--- src/rtl/fpcvt_sample_loader_if.sv ---
// Sample-loader bus: serial bit stream in, parallel sample handshake out.
// master = serial source / sample consumer side, slave = the loader itself.
interface fpcvt_sample_loader_if #(
  parameter int W = 12
);
  logic         ser_in;
  logic         ser_valid;
  logic         frame;
  logic [W-1:0] d_out;
  logic         d_valid;
  logic         d_ready;
  logic         overrun;
  logic         frame_err;
  logic [7:0]   word_count;

  modport master (
    output ser_in, ser_valid, frame, d_ready,
    input  d_out, d_valid, overrun, frame_err, word_count
  );

  modport slave (
    input  ser_in, ser_valid, frame, d_ready,
    output d_out, d_valid, overrun, frame_err, word_count
  );
endinterface

--- src/rtl/fpcvt_sample_loader.sv ---
// Serial-to-parallel front end for the floating-point converter.
// Stage p0 assembles MSB-first bits into W-bit samples; stage p1 is a small
// FIFO whose head is mirrored into registered d_out/d_valid. The output
// registers always reflect the FIFO state after the current edge's pop and
// push, so a completed sample is visible the cycle after its last bit, and a
// popped entry is replaced by the next one without a bubble.
module fpcvt_sample_loader #(
  parameter int W     = 12,
  parameter int DEPTH = 2
) (
  input  logic                     clk,
  input  logic                     rst,
  fpcvt_sample_loader_if.slave     bus
);

  localparam int BIT_W  = $clog2(W + 1);
  localparam int PTR_W  = $clog2(DEPTH);
  localparam int FILL_W = $clog2(DEPTH + 1);

  typedef enum logic {IDLE, SHIFT} state_t;

  // Stage p0: assembly state. The shift register holds only the first W-1
  // bits; the W-th bit joins them combinationally on completion.
  state_t                  state_p0;
  logic [BIT_W-1:0]        bit_cnt_p0;
  logic signed [W-2:0]     shreg_p0;
  logic                    frame_err_p0;

  logic                    sample_done;
  logic signed [W-1:0]     sample_word;

  // Stage p1: FIFO storage, pointers and registered outputs.
  logic signed [W-1:0]     mem_p1 [DEPTH];
  logic [PTR_W-1:0]        rd_ptr_p1;
  logic [PTR_W-1:0]        wr_ptr_p1;
  logic [FILL_W-1:0]       fill_p1;
  logic signed [W-1:0]     d_out_p1;
  logic                    vld_p1;
  logic                    overrun_p1;
  logic [7:0]              word_count_p1;

  logic                    pop;
  logic                    full;
  logic                    accept;
  logic                    drop;
  logic [FILL_W-1:0]       fill_after_pop;
  logic [FILL_W-1:0]       fill_next;
  logic [PTR_W-1:0]        rd_ptr_next;
  logic signed [W-1:0]     head_next;

  // Completion detect: W-th non-frame bit while shifting.
  always_comb begin
    sample_done = (state_p0 == SHIFT) && bus.ser_valid && !bus.frame &&
                  (bit_cnt_p0 == BIT_W'(W - 1));
    sample_word = $signed({shreg_p0, bus.ser_in});
  end

  // Framing FSM: a frame bit always starts a new sample; one that interrupts
  // a partial sample flags frame_err for a single cycle.
  always_ff @(posedge clk) begin
    if (rst) begin
      state_p0     <= IDLE;
      bit_cnt_p0   <= '0;
      shreg_p0     <= '0;
      frame_err_p0 <= 1'b0;
    end else begin
      frame_err_p0 <= 1'b0;
      if (bus.ser_valid) begin
        if (bus.frame) begin
          frame_err_p0 <= (state_p0 == SHIFT);
          shreg_p0     <= $signed({{(W-2){1'b0}}, bus.ser_in});
          bit_cnt_p0   <= BIT_W'(1);
          state_p0     <= SHIFT;
        end else if (state_p0 == SHIFT) begin
          shreg_p0 <= $signed({shreg_p0[W-3:0], bus.ser_in});
          if (bit_cnt_p0 == BIT_W'(W - 1)) begin
            bit_cnt_p0 <= '0;
            state_p0   <= IDLE;
          end else begin
            bit_cnt_p0 <= bit_cnt_p0 + 1'b1;
          end
        end
      end
    end
  end

  // FIFO next-state: a pop frees a slot in the same cycle, so a full FIFO
  // with a simultaneous pop still accepts the new sample.
  always_comb begin
    pop            = vld_p1 && bus.d_ready;
    full           = (fill_p1 == FILL_W'(DEPTH));
    accept         = sample_done && (!full || pop);
    drop           = sample_done && full && !pop;
    fill_after_pop = fill_p1 - FILL_W'(pop);
    fill_next      = fill_after_pop + FILL_W'(accept);
    rd_ptr_next    = rd_ptr_p1 + PTR_W'(pop);
    head_next      = (fill_after_pop == '0) ? sample_word : mem_p1[rd_ptr_next];
  end

  // FIFO storage write; data only, no reset needed.
  always_ff @(posedge clk) begin
    if (accept) begin
      mem_p1[wr_ptr_p1] <= sample_word;
    end
  end

  // FIFO control and registered head: d_out holds its last value when empty.
  always_ff @(posedge clk) begin
    if (rst) begin
      rd_ptr_p1     <= '0;
      wr_ptr_p1     <= '0;
      fill_p1       <= '0;
      vld_p1        <= 1'b0;
      d_out_p1      <= '0;
      overrun_p1    <= 1'b0;
      word_count_p1 <= '0;
    end else begin
      rd_ptr_p1 <= rd_ptr_next;
      fill_p1   <= fill_next;
      vld_p1    <= (fill_next != '0);
      if (fill_next != '0) begin
        d_out_p1 <= head_next;
      end
      if (accept) begin
        wr_ptr_p1     <= wr_ptr_p1 + 1'b1;
        word_count_p1 <= word_count_p1 + 8'd1;
      end
      if (drop) begin
        overrun_p1 <= 1'b1;
      end
    end
  end

  assign bus.d_out      = d_out_p1;
  assign bus.d_valid    = vld_p1;
  assign bus.overrun    = overrun_p1;
  assign bus.frame_err  = frame_err_p0;
  assign bus.word_count = word_count_p1;

endmodule

--- src/flat_wrapper.sv ---
// flat-port wrapper written by rule: the top's interface ports become plain ports
module fpcvt_sample_loader_flat 
#(
  parameter int W     = 12,
  parameter int DEPTH = 2
)
  (clk, rst, bus_ser_in, bus_ser_valid, bus_frame, bus_d_ready, bus_d_out, bus_d_valid, bus_overrun, bus_frame_err, bus_word_count);
  fpcvt_sample_loader_if #(.W(W)) bus_i ();
  input  logic clk;
  input  logic rst;
  input wire logic [$bits(bus_i.ser_in)-1:0] bus_ser_in;
  input wire logic [$bits(bus_i.ser_valid)-1:0] bus_ser_valid;
  input wire logic [$bits(bus_i.frame)-1:0] bus_frame;
  input wire logic [$bits(bus_i.d_ready)-1:0] bus_d_ready;
  output wire logic [$bits(bus_i.d_out)-1:0] bus_d_out;
  output wire logic [$bits(bus_i.d_valid)-1:0] bus_d_valid;
  output wire logic [$bits(bus_i.overrun)-1:0] bus_overrun;
  output wire logic [$bits(bus_i.frame_err)-1:0] bus_frame_err;
  output wire logic [$bits(bus_i.word_count)-1:0] bus_word_count;
  assign bus_i.ser_in = bus_ser_in;
  assign bus_i.ser_valid = bus_ser_valid;
  assign bus_i.frame = bus_frame;
  assign bus_i.d_ready = bus_d_ready;
  assign bus_d_out = bus_i.d_out;
  assign bus_d_valid = bus_i.d_valid;
  assign bus_overrun = bus_i.overrun;
  assign bus_frame_err = bus_i.frame_err;
  assign bus_word_count = bus_i.word_count;
  fpcvt_sample_loader #(.W(W), .DEPTH(DEPTH)) u_core (.clk(clk), .rst(rst), .bus(bus_i));
endmodule
--- config.mk ---
export PLATFORM = sky130hd
export DESIGN_NAME = fpcvt_sample_loader_flat
export DESIGN_NICKNAME = d
export VERILOG_FILES = /design/src/rtl/fpcvt_sample_loader_if.sv /design/src/rtl/fpcvt_sample_loader.sv /design/src/flat_wrapper.sv
export SDC_FILE = /design/constraint.sdc
export NUM_CORES = 1
export LEC_CHECK = 0
export BUFFER_PORTS_ARGS = -buffer_cell sky130_fd_sc_hd__buf_2
export CAP_MARGIN = 10
export CORE_ASPECT_RATIO = 0.9
export CORE_MARGIN = 2
export CORE_UTILIZATION = 30
export DETAILED_ROUTE_END_ITERATION = 7
export REMOVE_ABC_BUFFERS = 1
export SYNTH_ARGS = -nofsm -noshare
export SYNTH_HDL_FRONTEND = slang
export SYNTH_SLANG_ARGS = --single-unit
--- constraint.sdc ---
create_clock -name clk -period 2.3 [get_ports clk]
set_input_delay 0.46 -clock clk [delete_from_list [all_inputs] [get_ports clk]]
set_output_delay 0.46 -clock clk [all_outputs]
set_load 0.01 [all_outputs]
==> flow_metrics.py, run 1 <==
metrics = {
    "global_route": {
        "grt.total_usage": 0.129,
        "grt_pass1_vias": 2108,
        "grt_antenna_before_repair": 0,
        "grt_max_degree": 31,
        "grt_pass1_wl_mm": 10.4,
        "grt_overflow": 0,
    },
    "placement": {
        "postPlaceCellArea_um2": 3220,
        "dp_hpwl_mm": 3.84,
        "dp.cells": 408,
        "globalplace.congestion": 0.729,
        "port_buffers": 28,
    },
    "setup_path": {
        "worstPathArrival_ps": 2350,
        "rr_startpoint": "u_core.bus.d_valid$_SDFF_PP0_",
        "r2r_end": "u_core.bus.d_out[2]$_SDFFE_PP0P_",
        "critical_path.startpoint_type": "flip-flop",
        "r2r_slack_ps": 220,
        "critPathRequiredTime_ps": 2570,
        "reg2regPathDepth": 7,
        "crit_fanout": 13,
        "path_class": "reg -> reg",
        "end_kind": "flip-flop",
    },
    "timing": {
        "fin_crit_sh": 0.904,
        "hold_viol_final": 0,
        "max_clock_freq_ghz": 0.481,
        "tightestPinTransition_ps": 721,
        "relSlewSlack": 0.520,
        "fin_setup_tns_ps": 0,
        "period_minus_slack_ps": 2080,
        "skew_ps": 9.35,
        "grt_setup_unrepaired": "false",
        "maxSlewViolCount": 0,
        "setup_viol": 0,
    },
    "min_path": {
        "hold_path_class": "in -> reg",
        "min-delay-start": "bus_ser_in",
        "worst_hold_path.endpoint": "u_core.mem_p1[1][0]$_DFFE_PP_",
        "whs_path_depth": 1,
    },
    "cts": {
        "ctsHtreeMaxLevel": 3,
        "worstSkewPairLatency_ps": 340,
        "numCtsBuffers": 9,
        "post_cts_resized": 0,
        "cts_sinks": 67,
        "cts_tree": "yes",
        "cts_setup_buffers": 0,
        "cts_hold_buffers": 0,
        "cts_buffer_depth": 2,
        "clk_pin_slew_ps": 70,
        "cts_root_buf": "clkbuf_8",
    },
    "floorplan": {
        "initial_utilization": 0.312,
        "rows": 33,
        "core_um2": 9170,
        "die_w_um": 107,
        "num_io_pins": 29,
        "dieArea_um2": 10300,
        "dieHeight_um": 96.6,
    },
    "detailed_routing": {
        "wl_per_cell_um": 14.4,
        "drt-initial-drc-count": 128,
        "vias": 2119,
        "drc": 0,
        "vias_per_cell": 5.00,
        "first_pass_iters": 4,
        "drt-total-wl_mm": 6.11,
        "drtAntennaViolNets": 0,
    },
    "yosys": {
        "synth_area_um2": 2860,
        "syn-mean-instance-area_um2": 11.1,
        "ys_ff_latch": 67,
        "synth_cells": 257,
        "ys_seq_area_frac": 0.554,
        "yosys_warnings": 0,
        "ys_types": 41,
    },
    "layout": {
        "drive_gt1_frac": 0.222,
        "area_delta_synth_final_pct": 18.9,
        "finalNetCount": 306,
        "design_area_um2": 3400,
        "diodes": 0,
        "fill_cells": 936,
        "fin_util": 0.371,
        "fin_cells": 424,
    },
    "status": {
        "status": "complete, no violations",
    },
    "pwr": {
        "swShare": 0.277,
        "leakage_nw": 1.33,
        "p_comb_frac": 0.177,
        "peakVddDrop_v": 0.000281,
        "internal_power_mw": 1.88,
        "seqPwrFrac": 0.490,
        "p_switching_mw": 0.720,
        "pwr-share-clk": 0.333,
        "p_per_area_nw_per_um2": 765,
    },
    "job": {
        "drv_cap": 0,
    },
}
## critical path, stage by stage, from the launching register on
cell	delay [ps]
dfxtp_1	320
and2_1	150
ha_1	280
nand2b_1	160
or4_4	440
a32oi_4	280
buf_12	190
mux2i_1	190
## metal layers
layer  vias up  wire (µm)  GRT usage
met2        38       2900      0.224
met1      1012       2880      0.154
met5         -          0          0
met3         6        278     0.0463
met4         0         55     0.0346
li1       1063          -          -
## synth_stat cells (all sizes together)
library cell	number	share of area
dfxtp	43	0.30
edfxtp	24	0.25
nor2	24	0.032
nand2	18	0.024
clkbuf	16	0.021
mux2i	14	0.049
a21boi	12	0.032
a32o	12	0.042
o221ai	12	0.037
a21oi	11	0.019
a22oi	11	0.029
o21ai	9	0.016
inv	7	0.0092
nand3	5	0.0088
or4	4	0.012
ha	3	0.013
nand3b	3	0.017
o31ai	3	0.0079
or3	3	0.0066
xnor2	3	0.0092
a31oi	2	0.0044
buf	2	0.0088
nor3	2	0.0035
a211o	1	0.0031
a21bo	1	0.0035
a32oi	1	0.0096
and2	1	0.0022
and3b	1	0.0031
nand2b	1	0.0022
nand4	1	0.0022
nor2b	1	0.0022
nor3b	1	0.0026
o21a	1	0.0026
o311ai	1	0.0031
o41a	1	0.0039
or4b	1	0.0035
xor2	1	0.0031
## layout make-up
type,count,area [µm²],area share
tap,122,153,0.0449
clock buffer,10,138,0.0405
clock inverter,6,40.0,0.0118
sequential,67,1580,0.466
timing repair buffer,47,295,0.0869
multi-input combinational,165,1160,0.343
inverter,7,26.3,0.00773
## how the worst max path moves through the flow
stage | from | end | slack (ps) | cells past startpoint
after CTS | u_core.bus.d_valid$_SDFF_PP0_ | u_core.bus.d_out[2]$_SDFFE_PP0P_ | 190 | 7
after detailed placement | bus_d_ready | u_core.bus.d_out[2]$_SDFFE_PP0P_ | -20 | 8
final | u_core.bus.d_valid$_SDFF_PP0_ | u_core.bus.d_out[2]$_SDFFE_PP0P_ | 220 | 7
after global placement | bus_d_ready | u_core.bus.d_out[2]$_SDFFE_PP0P_ | 60 | 8
after floorplan | bus_d_ready | u_core.bus.d_out[0]$_SDFFE_PP0P_ | -170 | 6
after global routing | u_core.bit_cnt_p0[0]$_SDFFE_PP0P_ | u_core.bus.d_out[2]$_SDFFE_PP0P_ | 80 | 6
## metrics by stage
step	hold WS, ps	setup slack (ps)	total power [mW]
finish	355	220	2.60
global route	336	84.0	2.75
CTS	338	194	2.64
detailed placement	449	-16.2	1.76
global placement	445	57.8	1.75
floorplan	449	-169	1.57
## power groups by stage
stage | Sequential (mW) | Combinational (mW) | Clock [mW]
6_report | 1.27 | 0.460 | 0.866
2_1_floorplan | 1.31 | 0.265 | 0
4_1_cts | 1.27 | 0.465 | 0.902
5_1_grt | 1.28 | 0.504 | 0.968
3_5_place_dp | 1.30 | 0.464 | 0
3_3_place_gp | 1.30 | 0.453 | 0
## registers in the layout (all words and copies together), names as in the netlist
| register | cells |
|---|---|
| u_core.bit_cnt_p0 | 4 |
| u_core.bus.d_out | 12 |
| u_core.mem_p1 | 24 |
| u_core.fill_p1 | 2 |
| u_core.rd_ptr_p1 | 1 |
| u_core.wr_ptr_p1 | 1 |
| u_core.state_p0 | 1 |
| u_core.shreg_p0 | 11 |
| u_core.bus.word_count | 8 |
| u_core.bus.d_valid | 1 |
| u_core.bus.frame_err | 1 |
| u_core.bus.overrun | 1 |
## layout by cell type, fill, tap and decap left out, drive strengths merged, types with 5 or more instances in the layout
master / Yosys / layout
a21boi: 12 / 12
o21ai: 9 / 9
nand3: 5 / 5
a32o: 12 / 12
edfxtp: 24 / 24
clkbuf: 16 / 10
nor2: 24 / 24
mux2i: 14 / 14
a22oi: 11 / 11
o221ai: 12 / 12
dfxtp: 43 / 43
inv: 7 / 8
nand2: 18 / 18
a21oi: 11 / 11
buf: 2 / 47
## cells by family after synthesis
logic type / Yosys count / share of synthesized area
muxes: 14 / 0.0491
buffers and inverters: 25 / 0.0390
DFF: 67 / 0.554
and+or+nand+nor: 66 / 0.120
adders and majority gates: 3 / 0.0131
xor gates and xnor gates: 4 / 0.0123
AOI/OAI and AO/OA: 78 / 0.212
Note: power is estimated with default switching activity, not from simulation.
==> run 2: changes to the inputs <==
- CTS_CLUSTER_DIAMETER: not set -> 80
- RECOVER_POWER: not set -> 100
==> flow_metrics.py, run 2 (synthesized netlist as in run 1, its figures left out) <==
metrics = {
    "status": {
        "status": "complete, no violations",
    },
    "global_route": {
        "grt_pass1_vias": 2108,
        "grt.total_usage": 0.129,
        "grt_max_degree": 31,
        "grt_overflow": 0,
        "grt_antenna_before_repair": 0,
        "grt_pass1_wl_mm": 10.4,
    },
    "timing": {
        "fin_setup_tns_ps": 0,
        "grt_setup_unrepaired": "false",
        "whs_ps": 415,
        "worst_slack_ps": 220,
        "max_clock_freq_ghz": 0.481,
        "setup_viol": 0,
        "maxSlewViolCount": 0,
        "period_minus_slack_ps": 2080,
        "tightestPinTransition_ps": 721,
        "skew_ps": 9.54,
        "hold_viol_final": 0,
        "relSlewSlack": 0.519,
        "fin_crit_sh": 0.904,
    },
    "cts": {
        "cts_tree": "yes",
        "post_cts_resized": 0,
        "numCtsBuffers": 9,
        "ctsHtreeMaxLevel": 3,
        "cts_sinks": 67,
        "cts_root_buf": "clkbuf_8",
        "cts_setup_buffers": 0,
        "cts_buffer_depth": 2,
        "worstSkewPairLatency_ps": 340,
        "clk_pin_slew_ps": 70,
        "cts_hold_buffers": 0,
    },
    "placement": {
        "pre_cts_ws_ps": -16.2,
        "globalplace.congestion": 0.729,
        "dp_hpwl_mm": 3.84,
        "postPlaceCellArea_um2": 3220,
        "port_buffers": 28,
    },
    "floorplan": {
        "dieHeight_um": 96.6,
        "die_w_um": 107,
        "core_um2": 9170,
        "num_io_pins": 29,
        "dieArea_um2": 10300,
        "initial_utilization": 0.312,
        "rows": 33,
    },
    "setup_path": {
        "end_kind": "flip-flop",
        "path_class": "reg -> reg",
        "worstPathArrival_ps": 2350,
        "critical_path.startpoint_type": "flip-flop",
        "rr_startpoint": "u_core.bus.d_valid$_SDFF_PP0_",
        "crit_start": "u_core.bus.d_valid$_SDFF_PP0_",
        "crit_fanout": 13,
        "critPathRequiredTime_ps": 2570,
    },
    "pwr": {
        "pwr-share-clk": 0.334,
        "total_power_mw": 2.59,
        "seqPwrFrac": 0.492,
        "swShare": 0.278,
        "p_comb_frac": 0.174,
        "internal_power_mw": 1.87,
        "peakVddDrop_v": 0.000280,
        "p_switching_mw": 0.718,
        "leakage_nw": 1.21,
        "p_per_area_nw_per_um2": 773,
    },
    "min_path": {
        "hold_path_class": "in -> reg",
        "min-delay-start": "bus_ser_in",
    },
    "layout": {
        "largest_reg_flops": 24,
        "final_cell_mix": "43 x dfxtp_1, 28 x clkbuf_1, 24 x nor2_1, 24 x edfxtp_1, 18 x nand2_1",
        "finalNetCount": 306,
        "design_area_um2": 3350,
        "area_delta_synth_final_pct": 17.2,
        "drive_gt1_frac": 0.129,
        "final_common_cell": "dfxtp_1",
        "diodes": 0,
        "largest-register": "u_core.mem_p1",
    },
    "detailed_routing": {
        "drc": 0,
        "wl_per_cell_um": 14.3,
        "first_pass_iters": 6,
        "vias_per_cell": 4.99,
        "drt-total-wl_mm": 6.07,
        "drt-initial-drc-count": 135,
        "vias": 2115,
        "drtAntennaViolNets": 0,
    },
    "job": {
        "drv_cap": 0,
    },
}
[run 2: area by class of cell]
type	instances	area (µm²)
repair buffers	47	245
inverters	7	26.3
flip-flops and latches	67	1580
fillers	957	5820
clock inverters	6	40.0
multi-input cells	165	1160
well taps	122	153
clock buffers	10	138
[run 2: critical path, cell delays in order (launching register included)]
cell	delay (ps)
dfxtp_1	320
and2_1	150
ha_1	280
nand2b_1	160
or4_4	440
a32oi_4	280
buf_12	190
mux2i_1	190
[run 2: metrics by stage]
step                       util  std cells
after floorplan               -        239
after global placement    0.351        408
after detailed placement  0.351        408
after CTS                 0.371        424
after global routing      0.365        424
final                     0.365        424
[run 2: per-layer routing]
layer	global-route usage	wire, µm
met5	0	0
met3	0.0463	225
met4	0.0346	55
met2	0.224	2910
met1	0.154	2890
[run 2: path summary, 6_finish.rpt]
path | to | slack [ps] | cells past startpoint
setup / recovery | u_core.bus.d_out[2]$_SDFFE_PP0P_ | 220 | 7
hold / removal | u_core.mem_p1[1][0]$_DFFE_PP_ | 420 | 1
setup reg to reg | u_core.bus.d_out[2]$_SDFFE_PP0P_ | 220 | 7
hold reg to reg | u_core.bus.d_out[11]$_SDFFE_PP0P_ | 460 | 2
[run 2: power groups by stage]
stage / sequential [mW] / clock [mW] / combinational, mW
after detailed placement: 1.30 / 0 / 0.464
final: 1.27 / 0.864 / 0.450
after global placement: 1.30 / 0 / 0.453
after floorplan: 1.31 / 0 / 0.265
after global routing: 1.28 / 0.968 / 0.494
after CTS: 1.27 / 0.902 / 0.465
==> run 3: changes to the inputs <==
- ABC_AREA: not set -> 1
- CORE_UTILIZATION: 30 -> 52
- PLACE_DENSITY: not set -> 0.74
==> flow_metrics.py, run 3 <==
metrics = {
    "status": {
        "status": "complete, no violations",
    },
    "setup_path": {
        "path_class": "reg -> reg",
        "critPathRequiredTime_ps": 2580,
        "reg2regPathDepth": 9,
        "critical_path.startpoint_type": "flip-flop",
        "crit_fanout": 26,
        "r2r_slack_ps": 400,
        "rr_startpoint": "u_core.bit_cnt_p0[0]$_SDFFE_PP0P_",
        "end_kind": "flip-flop",
        "worstPathArrival_ps": 2180,
        "crit_start": "u_core.bit_cnt_p0[0]$_SDFFE_PP0P_",
        "endpoint": "u_core.bus.d_out[3]$_SDFFE_PP0P_",
        "r2r_end": "u_core.bus.d_out[3]$_SDFFE_PP0P_",
    },
    "placement": {
        "globalplace.congestion": 0.764,
        "dp_hpwl_mm": 3.81,
        "port_buffers": 28,
        "postPlaceCellArea_um2": 3160,
    },
    "yosys": {
        "ys_seq_area_frac": 0.532,
        "async_flop_share": 0,
        "yosysMostFrequentCell": "nand2_1",
        "synth_edf_count": 24,
        "ys_types": 25,
        "synth_area_um2": 2980,
        "synth_largest_area_cell": "dfxtp_1",
        "synth_area_leaders": "dfxtp_1 29%, edfxtp_1 24%, nand2_1 13%",
        "ys_ff_latch": 67,
        "syn-mean-instance-area_um2": 8.06,
        "synth_cells": 369,
        "netlist_top_cells_count": "105 x nand2_1, 53 x inv_1, 43 x dfxtp_1",
        "ys.flop_type": "dfxtp_1",
        "yosysTopAreaCellShare": 0.289,
        "yosys_warnings": 0,
    },
    "cts": {
        "worstSkewPairLatency_ps": 340,
        "post_cts_resized": 0,
        "ctsHtreeMaxLevel": 3,
        "cts_tree": "yes",
        "cts_setup_buffers": 0,
        "cts_root_buf": "clkbuf_8",
        "cts_buffer_depth": 2,
        "clk_pin_slew_ps": 70,
        "cts_sinks": 67,
        "numCtsBuffers": 9,
        "cts_hold_buffers": 0,
    },
    "floorplan": {
        "dieHeight_um": 75.8,
        "dieArea_um2": 6340,
        "num_io_pins": 29,
        "rows": 26,
        "initial_utilization": 0.532,
        "core_um2": 5600,
        "die_w_um": 83.7,
    },
    "timing": {
        "fin_crit_sh": 0.828,
        "tightestPinTransition_ps": 588,
        "fin_setup_tns_ps": 0,
        "relSlewSlack": 0.608,
        "maxSlewViolCount": 0,
        "grt_setup_unrepaired": "false",
        "period_minus_slack_ps": 1900,
        "setup_viol": 0,
        "max_clock_freq_ghz": 0.525,
        "skew_ps": 9.58,
        "hold_viol_final": 0,
    },
    "layout": {
        "largest-register": "u_core.mem_p1",
        "finalNetCount": 409,
        "drive_gt1_frac": 0.0815,
        "multi_input_area_um2": 1080,
        "diodes": 0,
        "final_common_cell": "nand2_1",
        "fill_cells": 521,
        "final_cell_mix": "105 x nand2_1, 54 x inv_1, 43 x dfxtp_1",
        "seqCellArea_um2": 1580,
        "area_delta_synth_final_pct": 10.8,
        "fin_util": 0.589,
        "design_area_um2": 3300,
        "largest_reg_flops": 24,
    },
    "global_route": {
        "grt_max_degree": 27,
        "grt_overflow": 0,
        "grt_pass1_vias": 2002,
        "grt_pass1_wl_mm": 9.41,
        "grt_antenna_before_repair": 0,
        "grt.total_usage": 0.193,
    },
    "detailed_routing": {
        "drt-initial-drc-count": 161,
        "drt-total-wl_mm": 5.67,
        "first_pass_iters": 5,
        "drtAntennaViolNets": 0,
        "drc": 0,
        "wl_per_cell_um": 11.9,
        "vias_per_cell": 4.93,
        "vias": 2343,
    },
    "pwr": {
        "peakVddDrop_v": 0.000389,
        "p_per_area_nw_per_um2": 830,
        "leakage_nw": 1.45,
    },
    "job": {
        "drv_cap": 0,
    },
    "min_path": {
        "hold_path_class": "in -> reg",
    },
}
==> run 3: per-layer routing <==
layer  up-vias  routed length, µm  track usage  share of wire
li1       1224                  -            -              -
met1      1069               2760        0.246           0.49
met2        44               2600        0.308           0.46
met3         6                256       0.0758          0.045
met4         0                 45       0.0591         0.0079
met5         -                  0            0              0
==> run 3: stage by stage <==
step	total power, mW	hold slack, ps	cells	worst slack [ps]
final	2.74	375	475	396
after global routing	2.88	365	475	196
after CTS	2.78	347	475	350
after detailed placement	1.83	456	459	289
after global placement	1.82	448	459	321
after floorplan	1.67	448	354	165
==> run 3: layout make-up <==
| cell class | count | area share |
|---|---|---|
| Sequential cell | 67 | 0.480 |
| Multi-Input combinational cell | 232 | 0.327 |
| Tap cell | 70 | 0.0266 |
| Clock inverter | 5 | 0.0159 |
| Clock buffer | 11 | 0.0429 |
| Timing Repair Buffer | 35 | 0.0455 |
| Inverter | 55 | 0.0626 |
==> run 3: logic make-up (layout without fill, tap and decap cells) <==
group | count (synthesis) | in the layout | share of synthesized area
AOI/OAI and AO/OA | 39 | 39 | 0.0660
xor gates and xnor gates | 6 | 6 | 0.0177
adders and majority gates | 3 | 3 | 0.0126
buffers and inverters | 70 | 106 | 0.102
DFF | 67 | 67 | 0.532
and+or+nand+nor | 184 | 184 | 0.270
==> run 3: worst min-delay path by stage <==
stage,start,endpoint,slack (ps),depth (start not counted)
after CTS,bus_ser_in,u_core.mem_p1[1][0]$_DFFE_PP_,350,1
final,bus_frame,u_core.bus.frame_err$_SDFF_PP0_,380,3
after floorplan,u_core.shreg_p0[10]$_SDFFE_PP0P_,u_core.mem_p1[0][11]$_DFFE_PP_,450,0
after global routing,bus_frame,u_core.bus.frame_err$_SDFF_PP0_,370,3
after detailed placement,u_core.bus.overrun$_SDFFE_PP0P_,u_core.bus.overrun$_SDFFE_PP0P_,460,2
after global placement,u_core.bus.overrun$_SDFFE_PP0P_,u_core.bus.overrun$_SDFFE_PP0P_,450,2
==> run 3: worst max-delay path: stages, from the launching register on <==
cell	delay (ps)
dfxtp_1	390
ha_1	240
nand3_2	170
nor2_4	160
nand2_1	130
nand2_1	110
nand2_2	270
nand3_1	210
nand2_1	70
nor2_1	90
==> run 3: report_power, final <==
part           total, mW  internal (mW)  switching [mW]  leakage, nW
logic              0.464          0.159           0.305        0.796
registers           1.32           1.29          0.0337        0.566
clock network      0.954          0.523           0.431       0.0906
total               2.74           1.97           0.769         1.45
